## config.mk

```make
export PLATFORM = sky130hd
export DESIGN_NAME = mem_arbiter
export DESIGN_NICKNAME = d
export VERILOG_FILES = /design/src/rtl/soc_pkg.sv /design/src/rtl/rr_pick2.sv /design/src/rtl/mem_arbiter.sv
export SDC_FILE = /design/constraint.sdc
export NUM_CORES = 1
export LEC_CHECK = 0
export CAP_MARGIN = 20
export CORE_MARGIN = 2
export CORE_UTILIZATION = 40
export DETAILED_ROUTE_END_ITERATION = 7
export GPL_TIMING_DRIVEN = 0
export PLACE_DENSITY = 0.95
export SLEW_MARGIN = 20
export SYNTH_ARGS = -nofsm -noshare
export SYNTH_HDL_FRONTEND = slang
export SYNTH_SLANG_ARGS = --single-unit
```

## constraint.sdc

```tcl
create_clock -name clk -period 4.24 [get_ports clk]
set_input_delay 0.424 -clock clk [delete_from_list [all_inputs] [get_ports clk]]
set_output_delay 0.424 -clock clk [all_outputs]
set_load 0.05 [all_outputs]
```

## src/rtl/soc_pkg.sv

```systemverilog
// Shared SoC definitions: memory arbiter state encodings and requester port indices.
package soc_pkg;

    typedef enum logic [1:0] {
        ARB_IDLE   = 2'd0,
        ARB_ACCESS = 2'd1,
        ARB_WAIT   = 2'd2,
        ARB_RESP   = 2'd3
    } arb_state_e;

    localparam logic PORT_CPU = 1'b0;
    localparam logic PORT_AUX = 1'b1;

endpackage

```

## src/rtl/rr_pick2.sv

```systemverilog
// Two-way grant selector: round-robin on ties, or port 0 always wins ties when FIXED_PRIO != 0.
module rr_pick2
    import soc_pkg::*;
#(
    parameter int unsigned FIXED_PRIO = 0
) (
    input  logic i_req0,
    input  logic i_req1,
    input  logic i_last_served,
    output logic o_grant_c
);

    always_comb begin
        o_grant_c = PORT_CPU;
        if (i_req0 && i_req1) begin
            o_grant_c = (FIXED_PRIO != 0) ? PORT_CPU : ~i_last_served;
        end else if (i_req1) begin
            o_grant_c = PORT_AUX;
        end
    end

endmodule

```

## src/rtl/mem_arbiter.sv

```systemverilog
// Shares one single-port memory between two req/ack masters: grant, drive, fixed-latency
// wait, then a one-cycle registered acknowledge carrying read data.
module mem_arbiter
    import soc_pkg::*;
#(
    parameter int unsigned AW         = 7,
    parameter int unsigned DW         = 32,
    parameter int unsigned MEM_LAT    = 1,
    parameter int unsigned FIXED_PRIO = 0
) (
    input  logic          clk,
    input  logic          rst,
    input  logic          i_req0,
    input  logic          i_req1,
    input  logic          i_rw0,
    input  logic          i_rw1,
    input  logic [31:0]   i_addr0,
    input  logic [31:0]   i_addr1,
    input  logic [DW-1:0] i_wdata0,
    input  logic [DW-1:0] i_wdata1,
    output logic          o_ack0,
    output logic          o_ack1,
    output logic [DW-1:0] o_rdata0,
    output logic [DW-1:0] o_rdata1,
    output logic [AW-1:0] o_mem_addr,
    output logic [DW-1:0] o_mem_wdata,
    output logic          o_mem_wre,
    input  logic [DW-1:0] i_mem_rdata
);

    localparam int unsigned CW      = 3;
    localparam bit          LAT_ONE = (MEM_LAT <= 1);

    arb_state_e    state_q, state_d;
    logic          owner_q, owner_d;
    logic          last_served_q, last_served_d;
    logic          rw_q, rw_d;
    logic [CW-1:0] cnt_q, cnt_d;
    logic          ack0_q, ack0_d;
    logic          ack1_q, ack1_d;
    logic [DW-1:0] rdata0_q, rdata0_d;
    logic [DW-1:0] rdata1_q, rdata1_d;
    logic [AW-1:0] mem_addr_q, mem_addr_d;
    logic [DW-1:0] mem_wdata_q, mem_wdata_d;
    logic          mem_wre_q, mem_wre_d;
    logic          grant_c;

    // Upper address bits are intentionally ignored by the word-addressed memory.
    logic unused_addr_bits;
    assign unused_addr_bits = ^{i_addr0[31:AW], i_addr1[31:AW]};

    rr_pick2 #(.FIXED_PRIO(FIXED_PRIO)) u_pick (
        .i_req0        (i_req0),
        .i_req1        (i_req1),
        .i_last_served (last_served_q),
        .o_grant_c     (grant_c)
    );

    always_ff @(posedge clk) begin
        if (rst) begin
            state_q       <= ARB_IDLE;
            owner_q       <= PORT_CPU;
            last_served_q <= PORT_AUX;
            rw_q          <= 1'b0;
            cnt_q         <= '0;
            ack0_q        <= 1'b0;
            ack1_q        <= 1'b0;
            rdata0_q      <= '0;
            rdata1_q      <= '0;
            mem_addr_q    <= '0;
            mem_wdata_q   <= '0;
            mem_wre_q     <= 1'b0;
        end else begin
            state_q       <= state_d;
            owner_q       <= owner_d;
            last_served_q <= last_served_d;
            rw_q          <= rw_d;
            cnt_q         <= cnt_d;
            ack0_q        <= ack0_d;
            ack1_q        <= ack1_d;
            rdata0_q      <= rdata0_d;
            rdata1_q      <= rdata1_d;
            mem_addr_q    <= mem_addr_d;
            mem_wdata_q   <= mem_wdata_d;
            mem_wre_q     <= mem_wre_d;
        end
    end

    always_comb begin
        state_d = state_q;
        unique case (state_q)
            ARB_IDLE:   if (i_req0 || i_req1) state_d = ARB_ACCESS;
            ARB_ACCESS: state_d = (rw_q || LAT_ONE) ? ARB_RESP : ARB_WAIT;
            ARB_WAIT:   if (cnt_q <= CW'(1)) state_d = ARB_RESP;
            ARB_RESP:   state_d = ARB_IDLE;
            default:    state_d = ARB_IDLE;
        endcase
    end

    // Writes acknowledge as the strobe ends; reads acknowledge when data is captured in RESP.
    always_comb begin
        owner_d       = owner_q;
        last_served_d = last_served_q;
        rw_d          = rw_q;
        cnt_d         = cnt_q;
        ack0_d        = 1'b0;
        ack1_d        = 1'b0;
        rdata0_d      = rdata0_q;
        rdata1_d      = rdata1_q;
        mem_addr_d    = mem_addr_q;
        mem_wdata_d   = mem_wdata_q;
        mem_wre_d     = 1'b0;
        unique case (state_q)
            ARB_IDLE: begin
                if (i_req0 || i_req1) begin
                    owner_d     = grant_c;
                    rw_d        = grant_c ? i_rw1 : i_rw0;
                    mem_addr_d  = grant_c ? i_addr1[AW-1:0] : i_addr0[AW-1:0];
                    mem_wdata_d = grant_c ? i_wdata1 : i_wdata0;
                    mem_wre_d   = grant_c ? i_rw1 : i_rw0;
                end
            end
            ARB_ACCESS: begin
                if (!LAT_ONE) cnt_d = CW'(MEM_LAT - 1);
                if (rw_q) begin
                    ack0_d = (owner_q == PORT_CPU);
                    ack1_d = (owner_q == PORT_AUX);
                end
            end
            ARB_WAIT: begin
                cnt_d = cnt_q - CW'(1);
            end
            ARB_RESP: begin
                last_served_d = owner_q;
                if (!rw_q) begin
                    ack0_d = (owner_q == PORT_CPU);
                    ack1_d = (owner_q == PORT_AUX);
                    if (owner_q == PORT_AUX) rdata1_d = i_mem_rdata;
                    else                     rdata0_d = i_mem_rdata;
                end
            end
            default: ;
        endcase
    end

    assign o_ack0      = ack0_q;
    assign o_ack1      = ack1_q;
    assign o_rdata0    = rdata0_q;
    assign o_rdata1    = rdata1_q;
    assign o_mem_addr  = mem_addr_q;
    assign o_mem_wdata = mem_wdata_q;
    assign o_mem_wre   = mem_wre_q;

endmodule

```

### Yosys cells after proc, flatten, opt, wreduce, memory -nomap -nowiden

Cells that the tools add are included.

| word-level totals | value |
|---|---|
| register bits after elaboration | 114 |
| latch bits | 0 |
| RAM bits | 0 |
| bits in read-only memories | 0 |
| input port bits | 166 |
| output and inout port bits | 106 |
| memories kept | 0 |

| cells by class | value |
|---|---|
| $add $sub $neg | 1 |
| multiply operators | 0 |
| divide/modulo/power cells | 0 |
| order comparisons | 1 |
| eq/ne operators | 5 |
| shifts and indexed selects | 0 |
| mux-type cells | 14 |
| bitwise logic cells | 5 |
| reduce and logical (&&, ||, !) cells | 8 |

Operators with widths:

| operator | count |
|---|---|
| 2-to-1 mux 32 bit | 1 |
| one-hot mux 2 bit (4 select lines) | 1 |
| 2-to-1 mux 1 bit | 7 |
| 2-to-1 mux 7 bit | 1 |
| AND reduction 3 bit | 2 |
| NOT 1 bit | 5 |
| equality test 2 bit, second input constant | 2 |
| 2-to-1 mux 2 bit | 2 |
| != test 2 bit, second input constant | 2 |
| one-hot mux 1 bit (2 select lines) | 2 |
| AND reduction 2 bit | 2 |
| <= comparator 3 x 1 -> 1 bit, second input constant | 1 |
| OR reduction 3 bit | 1 |
| subtractor 3 x 1 -> 3 bit, second input constant | 1 |
| equality test 2 x 1 -> 1 bit, second input constant | 1 |
| zero test 2 bit | 1 |
| logical AND 1 bit | 1 |
| logical OR 1 bit | 1 |

### Logic depth before layout (Yosys ltp)

Gate-level depths: netlist (run 1).

| logic depth | value |
|---|---|
| depth in word-level cells | 3 |
| gate-level depth with buffers | 7 |
| depth with buffers taken out | 5 |

### Cells and area by module

From an unflattened synthesis (run 1), not the netlist that was laid out.

| unflattened totals | value |
|---|---|
| cells, all modules | 512 |
| area, all modules | 4474.3 um2 |

By module, submodules not included:

| module | times used | cells an instance | area an instance (um2) |
|---|---|---|---|
| mem_arbiter | 1 | 511 | 4463.0 |
| rr_pick2 | 1 | 1 | 11.3 |

### Worst setup path before layout (run 1)

No wires, ideal clock.

| timing path | value |
|---|---|
| path kind | register to register |
| from | register state_q[1] |
| to | register rdata0_q[10], in the netlist o_rdata0[10] |
| arrival | 1343 ps |
| path slack | 2765 ps |
| cell stages (with the launch flop) | 7 |
| path through | dfxtp_1 > ha_1 > or3b_1 > buf_2 > buf_6 > nand2_1 > a21oi_1 |

| between the ends | value |
|---|---|
| cells in the longest elaborated chain, start to end | 2 |

Ends and longest elaborated chain:

| item | RTL line | text |
|---|---|---|
| from (decl) | mem_arbiter.sv:34 | `arb_state_e state_q, state_d;` |
| from (signal assigned) | mem_arbiter.sv:74 | `state_q <= state_d;` |
| equality test 2 bit | mem_arbiter.sv:113 | `unique case (state_q)` |
| AND reduction 3 bit (no line) | - |  |
| to (signal assigned) | mem_arbiter.sv:81 | `rdata0_q <= rdata0_d;` |
| to (decl) | mem_arbiter.sv:41 | `logic [DW-1:0] rdata0_q, rdata0_d;` |

No other way between the ends.
A chain may end at the register's enable or synchronous reset.

### Final worst setup path (run 1)

| timing path | value |
|---|---|
| from | register mem_wdata_q[15], in the netlist o_mem_wdata[15] |
| to | output port o_mem_wdata[15] |

RTL lines:

| item | RTL line | text |
|---|---|---|
| from (decl) | mem_arbiter.sv:44 | `logic [DW-1:0] mem_wdata_q, mem_wdata_d;` |
| from (signal assigned) | mem_arbiter.sv:84 | `mem_wdata_q <= mem_wdata_d;` |
| to (decl) | mem_arbiter.sv:26 | `output logic [DW-1:0] o_mem_wdata,` |

No word-level cell between the ends.

==> results of run 1 <==
[power breakdown]
group	switching, W	internal, W
Sequential	0.000109	0.00125
Combinational	0.00100	0.000583
Clock	0.000537	0.00113
[stage by stage]
step | utilization (%) | cell area [sq um]
finish | 69.54 | 7605
global route | 69.54 | 7605
CTS | 69.54 | 7605
detailed placement | 63.24 | 6915
global placement | 63.24 | 6915
floorplan | - | 4538
[kinds of logic (layout without fill, tap and decap cells)]
kind of cell    count (synthesis)  in the layout
fa+ha+maj                       7              7
buf+inv                        46            298
xor+xnor                        2              2
simple gates                  188            188
mux                            42             42
compound gates                113            113
flops                         114            114
[worst min path at each step]
stage,to,depth (start not counted)
floorplan,cnt_q[1]$_SDFFE_PP0P_,2
global placement,o_rdata0[1]$_SDFFE_PP0P_,2
detailed placement,o_rdata0[25]$_SDFFE_PP0P_,2
CTS,o_rdata0[25]$_SDFFE_PP0P_,2
global route,o_rdata0[23]$_SDFFE_PP0P_,2
finish,o_rdata0[26]$_SDFFE_PP0P_,2
[layout make-up]
type / count / area share, %
Buffer: 41 / 3.504
Clock buffer: 18 / 5.775
Clock inverter: 14 / 3.291
Inverter: 5 / 0.2468
Multi-Input combinational cell: 352 / 25.91
Sequential cell: 114 / 30.01
Tap cell: 140 / 2.303
Timing Repair Buffer: 220 / 28.96
[metal layers]
layer,part of all wire [%],wire [um],up-vias
li1,-,-,2218
met1,38,5581,2123
met2,51,7403,270
met3,8.8,1284,27
met4,2.1,305,0
met5,0,0,-
[cell usage in the layout (no fill, tap or decap), types with 2 or more instances in the layout]
cell	n
a211oi_1	43
a21oi_1	64
buf_12	4
buf_2	14
buf_6	4
bufinv_16	6
clkbuf_1	18
clkbuf_16	17
clkdlybuf4s50_1	220
clkinv_4	6
dfxtp_1	114
ha_1	7
inv_1	5
inv_6	2
mux2i_1	41
nand2_1	130
nand2b_1	4
nor2_1	47
[sequential cells by signal, indices dropped and copies added (netlist names)]
register	flops
o_mem_wdata	32
o_rdata0	32
o_rdata1	32
o_mem_addr	7
cnt_q	3
state_q	2
last_served_q	1
o_ack0	1
o_ack1	1
o_mem_wre	1
owner_q	1
rw_q	1
[worst reg2reg max path, delay by kind of cell, from the launching register on]
family                   cells  cell delay (ns)
AND/OR/NAND/NOR              2             0.48
flip-flops                   1             0.42
AO/OA/AOI/OAI                1             0.16
adder cells (fa/ha/maj)      1             0.30
buffers and inverters        1             0.31
==> impl_metrics.tcl, run 1 <==
set metrics [dict create \
    report.final.slew_viol_count 0 \
    critPathMaxStageDelay_ns 0.86 \
    critical-path-top-delay-family "buffers and inverters" \
    setup_viol_count_final 0 \
    yosys.area_share.simple_pct 16.40 \
    worstSetupPathType "flop to output pin" \
    insertion_delay_ns 0.40 \
    finalWeightedCongestion 0.8318 \
    synth.largest_area_cell "dfxtp_1" \
    worst-slew-pin-transition_ns 0.5874 \
    min-delay-path-class "flop to flop" \
    dp_worst_setup_slack_ns 2.254 \
    ir_drop_mv 0.3216 \
    cts.clk_slew.worst_paths_ns 0.06 \
    gr-usage-met3_pct 7.080 \
    synth-compound-area-share_pct 15.41 \
    vias 4638 \
    timing.fmax_mhz 489.6 \
    detail_route.wl_per_cell_um 16.12 \
    power_density_nw_per_um2 605.9 \
    clk_root_buffer_cell "clkbuf_16" \
    finalCritPeriodShare_pct 48.17 \
    crit_path_cell_trace "clkdlybuf4s50_1" \
    drt_pass1_iterations 5 \
    timing.critical_path.depth 1 \
    grt_setup_unrepaired "no" \
    synth_top_cells_by_count "nand2_1 (130), dfxtp_1 (114), a21oi_1 (64), nor2_1 (47), a211oi_1 (43)" \
    multiInputGateArea_sq_um 1971 \
    post_cts.resized_instances 0 \
    die_height_um 110.5 \
    ys.warnings.count 0 \
    worstPathArrival_ns 1.62 \
    critical_path.startpoint "o_mem_wdata[15]$_SDFFE_PP0P_" \
    min_tclk_post_route_ns 2.043 \
    die_w_um 110.5 \
    dominantRegCellSynth "dfxtp_1" \
    grt_antenna_before_repair 0 \
    rows 38 \
    critical_path.n_buffers_inverters 1 \
    drc 0 \
    syn_to_final_growth_pct 67.58 \
    worst_setup_path_end_kind "output pin" \
    finalWirelength_mm 14.58 \
    number_of_ports_placed_on_the_die_boundary 272 \
    diodes 0 \
    synth.top_cell.area_share_pct 50.29 \
    timing.final.hold_violations 0 \
    synth-edff-count 0 \
    layout.nets 924 \
    h_tree_lvls 4 \
    post_cts_buffers 0 \
    worst_r2r_start "state_q[1]$_SDFFE_PP0P_" \
    main_combinational_cell_family_by_area_after_synthesis "simple AND/OR/NAND/NOR gates" \
    grt_pass1_wl_mm 23.36 \
    synthesis.instances 512 \
    power.static_leakage_nw 2.777 \
    antenna_violating_nets_post_route 0 \
    layout_setup_ws_ns 2.197 \
    yosysMostFrequentCell "nand2_1" \
    timing.critical_path.from_type "flop" \
    first_iter_violations 287 \
    r2r_setup_slack_ns 2.49 \
    mappedNetlistNets 685 \
    cts_tree "yes" \
    timing.critical_path.fanout_max 2 \
    synth.distinct_cells 30 \
    worst_r2r_path_depth 5 \
    post_synthesis_adder_cell_area_fraction_pct 1.930 \
    total_die_area_sq_um 12210 \
    critical-path-slowest-cell "clkdlybuf4s50_1" \
    worst-endpoint-required_ns 3.82 \
    sequential_cell_area_sq_um 2282 \
    post_cts_hold_buffer_count 0 \
    tritoncts.num_buffers 17 \
    grt_pass1_vias 4706 \
    grt_use_met2_pct 42.13 \
    clock_skew_ns 0.01104 \
    fin_tns_setup_ns 0 \
    ys_ff_latch 114 \
    reg2reg_to "o_rdata0[5]$_SDFFE_PP0P_" \
    post_drt_via_cell_ratio 5.131 \
    core_area_sq_um 10940 \
    overflow 0 \
    hold_slack_ns 0.4538 \
    synth-async-reset-ratio_pct 0 \
    syn-mean-instance-area_sq_um 8.863 \
    relSlewSlack_pct 60.72 \
    grt_max_degree 17 \
    status "completed" \
    clock_tree.buffer_depth 2 \
    dp_cells 872 \
    synth-seq-area-share_pct 50.29 \
    grt_resource_usage_total_pct 23.77 \
    top_usage_layer "met2" \
    finalPower_w 0.004608 \
    start_util_pct 41.50 \
    synth_area_sq_um 4538 \
    max_cap_viol_count 0 \
    fraction_of_final_layout_cells_with_drive_strength_greater_than_1_pct 7.592 \
    synth_area_leaders "dfxtp_1 (50%), nand2_1 (11%), mux2i_1 (9.0%), a211oi_1 (7.1%), a21oi_1 (7.1%)" \
    post_synth_mux_area_share_pct 9.291 \
    count_of_fill_cells_added_during_filler_insertion 802 \
    worstHoldStart "o_rdata0[26]$_SDFFE_PP0P_" \
    io_buffer_count 220 \
    fin_cells 904 \
    worst_setup_path_endpoint "o_mem_wdata[15]" \
    post_synth_xor_area_fraction_pct 0.3860 \
    cts_num_sinks 114 \
    met1_usage_pct 26.56 \
    place_hpwl_mm 10.73 \
]
No activity file was read; power rests on OpenSTA's default activity.
==> run 2: changes to the inputs <==
- CORE_UTILIZATION: 40 -> 34
- PLACE_DENSITY: 0.95 -> 0.88
- clock period: 4.24 -> 1.8 ns (I/O delays scaled with it)
==> run 2 against run 1 <==
Worst setup slack worse by 2.2 ns. Critical endpoint is now o_rdata1[14]. Die area up 17%. Utilization down 12 points. Sequential cell count unchanged. Via count down 3.3%. Highest routed layer unchanged.
==> impl_metrics.tcl, run 2 (synthesized netlist as in run 1, its figures left out) <==
set metrics [dict create \
    layout_commonest_cell "clkdlybuf4s50_1" \
    timing.critical_path.fanout_max 2 \
    h_tree_lvls 4 \
    clock_skew_ns 0.006382 \
    grt_setup_unrepaired "no" \
    finalCritPeriodShare_pct 98.24 \
    report.final.slew_viol_count 0 \
    r2r_setup_slack_ns 0.12 \
    sequential_cell_area_sq_um 2282 \
    critical-path-top-delay-family "buffers and inverters" \
    timing.critical_path.from_type "flop" \
    worstHoldStart "rst" \
    critPathMaxStageDelay_ns 0.83 \
    grt_pass1_wl_mm 21.33 \
    grt_antenna_before_repair 0 \
    fraction_of_final_layout_cells_with_drive_strength_greater_than_1_pct 7.874 \
    finalPower_w 0.01042 \
    status "completed" \
    grt_pass1_vias 4405 \
    io_buffer_count 220 \
    syn_to_final_growth_pct 67.47 \
    clock_tree.buffer_depth 2 \
    worst_r2r_path_depth 6 \
    count_of_fill_cells_added_during_filler_insertion 1148 \
    crit_path_cell_trace "clkdlybuf4s50_1" \
    min-delay-path-class "input port to flop" \
    rows 42 \
    reg2reg_to "o_rdata0[11]$_SDFFE_PP0P_" \
    grt_resource_usage_total_pct 19.04 \
    worst_r2r_start "state_q[1]$_SDFFE_PP0P_" \
    die_height_um 119.5 \
    worst_hold_path.num_cells 3 \
    critical_path.n_buffers_inverters 1 \
    place_hpwl_mm 10.14 \
    post_cts_hold_buffer_count 0 \
    worst-endpoint-required_ns 1.62 \
    first_iter_violations 269 \
    vias 4483 \
    timing.fmax_mhz 565.5 \
    setup_viol_count_final 0 \
    worst-slew-pin-transition_ns 0.6034 \
    timing.final.hold_violations 0 \
    core_area_sq_um 13140 \
    cts_tree "yes" \
    die_w_um 119.5 \
    fin_tns_setup_ns 0 \
    worst_setup_path_end_kind "output pin" \
    number_of_ports_placed_on_the_die_boundary 272 \
    start_util_pct 34.54 \
    antenna_violating_nets_post_route 0 \
    multiInputGateArea_sq_um 1977 \
    min_tclk_post_route_ns 1.768 \
    power.static_leakage_nw 2.776 \
    most-common-layout-cells "clkdlybuf4s50_1 (218), nand2_1 (130), dfxtp_1 (114)" \
    tritoncts.num_buffers 17 \
    post_drt_via_cell_ratio 4.779 \
    cts_num_sinks 114 \
    layout.nets 924 \
    drc 0 \
    grt_max_degree 17 \
    worstSetupPathType "flop to output pin" \
    detail_route.wl_per_cell_um 14.49 \
    total_die_area_sq_um 14290 \
    max_cap_viol_count 0 \
    holdPathEnd "state_q[1]$_SDFFE_PP0P_" \
    finalWeightedCongestion 0.7939 \
    power_density_nw_per_um2 1372 \
    ir_drop_mv 0.6004 \
    relSlewSlack_pct 59.77 \
    cts.clk_slew.worst_paths_ns 0.05 \
    critical-path-slowest-cell "clkdlybuf4s50_1" \
    drt_pass1_iterations 4 \
    worstPathArrival_ns 1.59 \
    insertion_delay_ns 0.40 \
    finalWirelength_mm 13.59 \
    overflow 0 \
    diodes 0 \
    clk_root_buffer_cell "clkbuf_16" \
]
run 2: power by group:
group          leakage [nW]  internal, W  switching, W  total, W
combinational          1.55      0.00139       0.00232   0.00372
sequential            0.930      0.00295      0.000245   0.00319
clock                 0.300      0.00240       0.00112   0.00352
total                  2.78      0.00674       0.00368    0.0104
run 2: worst max path at each step:
stage                                          from                           end  slack (ns)  depth (start not counted)
after floorplan             state_q[1]$_SDFFE_PP0P_     o_rdata0[10]$_SDFFE_PP0P_        0.32                          6
after global placement                       i_req1  o_mem_wdata[28]$_SDFFE_PP0P_        0.11                          6
after detailed placement                     i_req0   o_mem_wdata[2]$_SDFFE_PP0P_        0.08                          5
after CTS                 o_rdata0[29]$_SDFFE_PP0P_                  o_rdata0[29]        0.01                          1
after global routing      o_rdata1[18]$_SDFFE_PP0P_                  o_rdata1[18]      0.0007                          1
final                     o_rdata1[14]$_SDFFE_PP0P_                  o_rdata1[14]        0.03                          1
run 2: cell type report:
type,instances,area share (%)
Timing Repair Buffer,220,28.99
Multi-Input combinational cell,352,26.01
Clock inverter,10,2.074
Buffer,41,3.606
Clock buffer,20,6.141
Sequential cell,114,30.03
Inverter,5,0.2470
Tap cell,176,2.898
run 2: through the flow:
step                std cells  utilization, %  setup slack (ns)  instance area (sq um)  hold WS (ns)
floorplan                 512               -            0.3247                   4538        0.3160
global placement          908           52.98            0.1059                   6960        0.4400
detailed placement        908           52.98           0.07779                   6960        0.4463
CTS                       938           57.72           0.01431                   7584        0.3347
global route              938           57.85         0.0007468                   7600        0.3534
finish                    938           57.85           0.03169                   7600        0.3272
run 2: metal layers:
metal  routed length [um]  vias up  track usage, %
met5                    0        -               0
met4                  293        0           8.162
met3                 1384       23           7.462
met2                 6542      240           32.25
met1                 5372     2018           21.23
li1                     -     2202               -
run 2: repair_timing:
| action | 4_1_cts | 5_1_grt |
|---|---|---|
| cloned | 0 | 0 |
| buffers inserted | 0 | 0 |
| gates resized for setup | 1 | 11 |
| setup endpoints to repair | 1 | 28 |
==> run 3: changes to the inputs <==
- SKIP_LAST_GASP: not set -> 1
==> results of run 3 <==
Same layout as run 2: the final DEF is identical, and so are final timing and power.
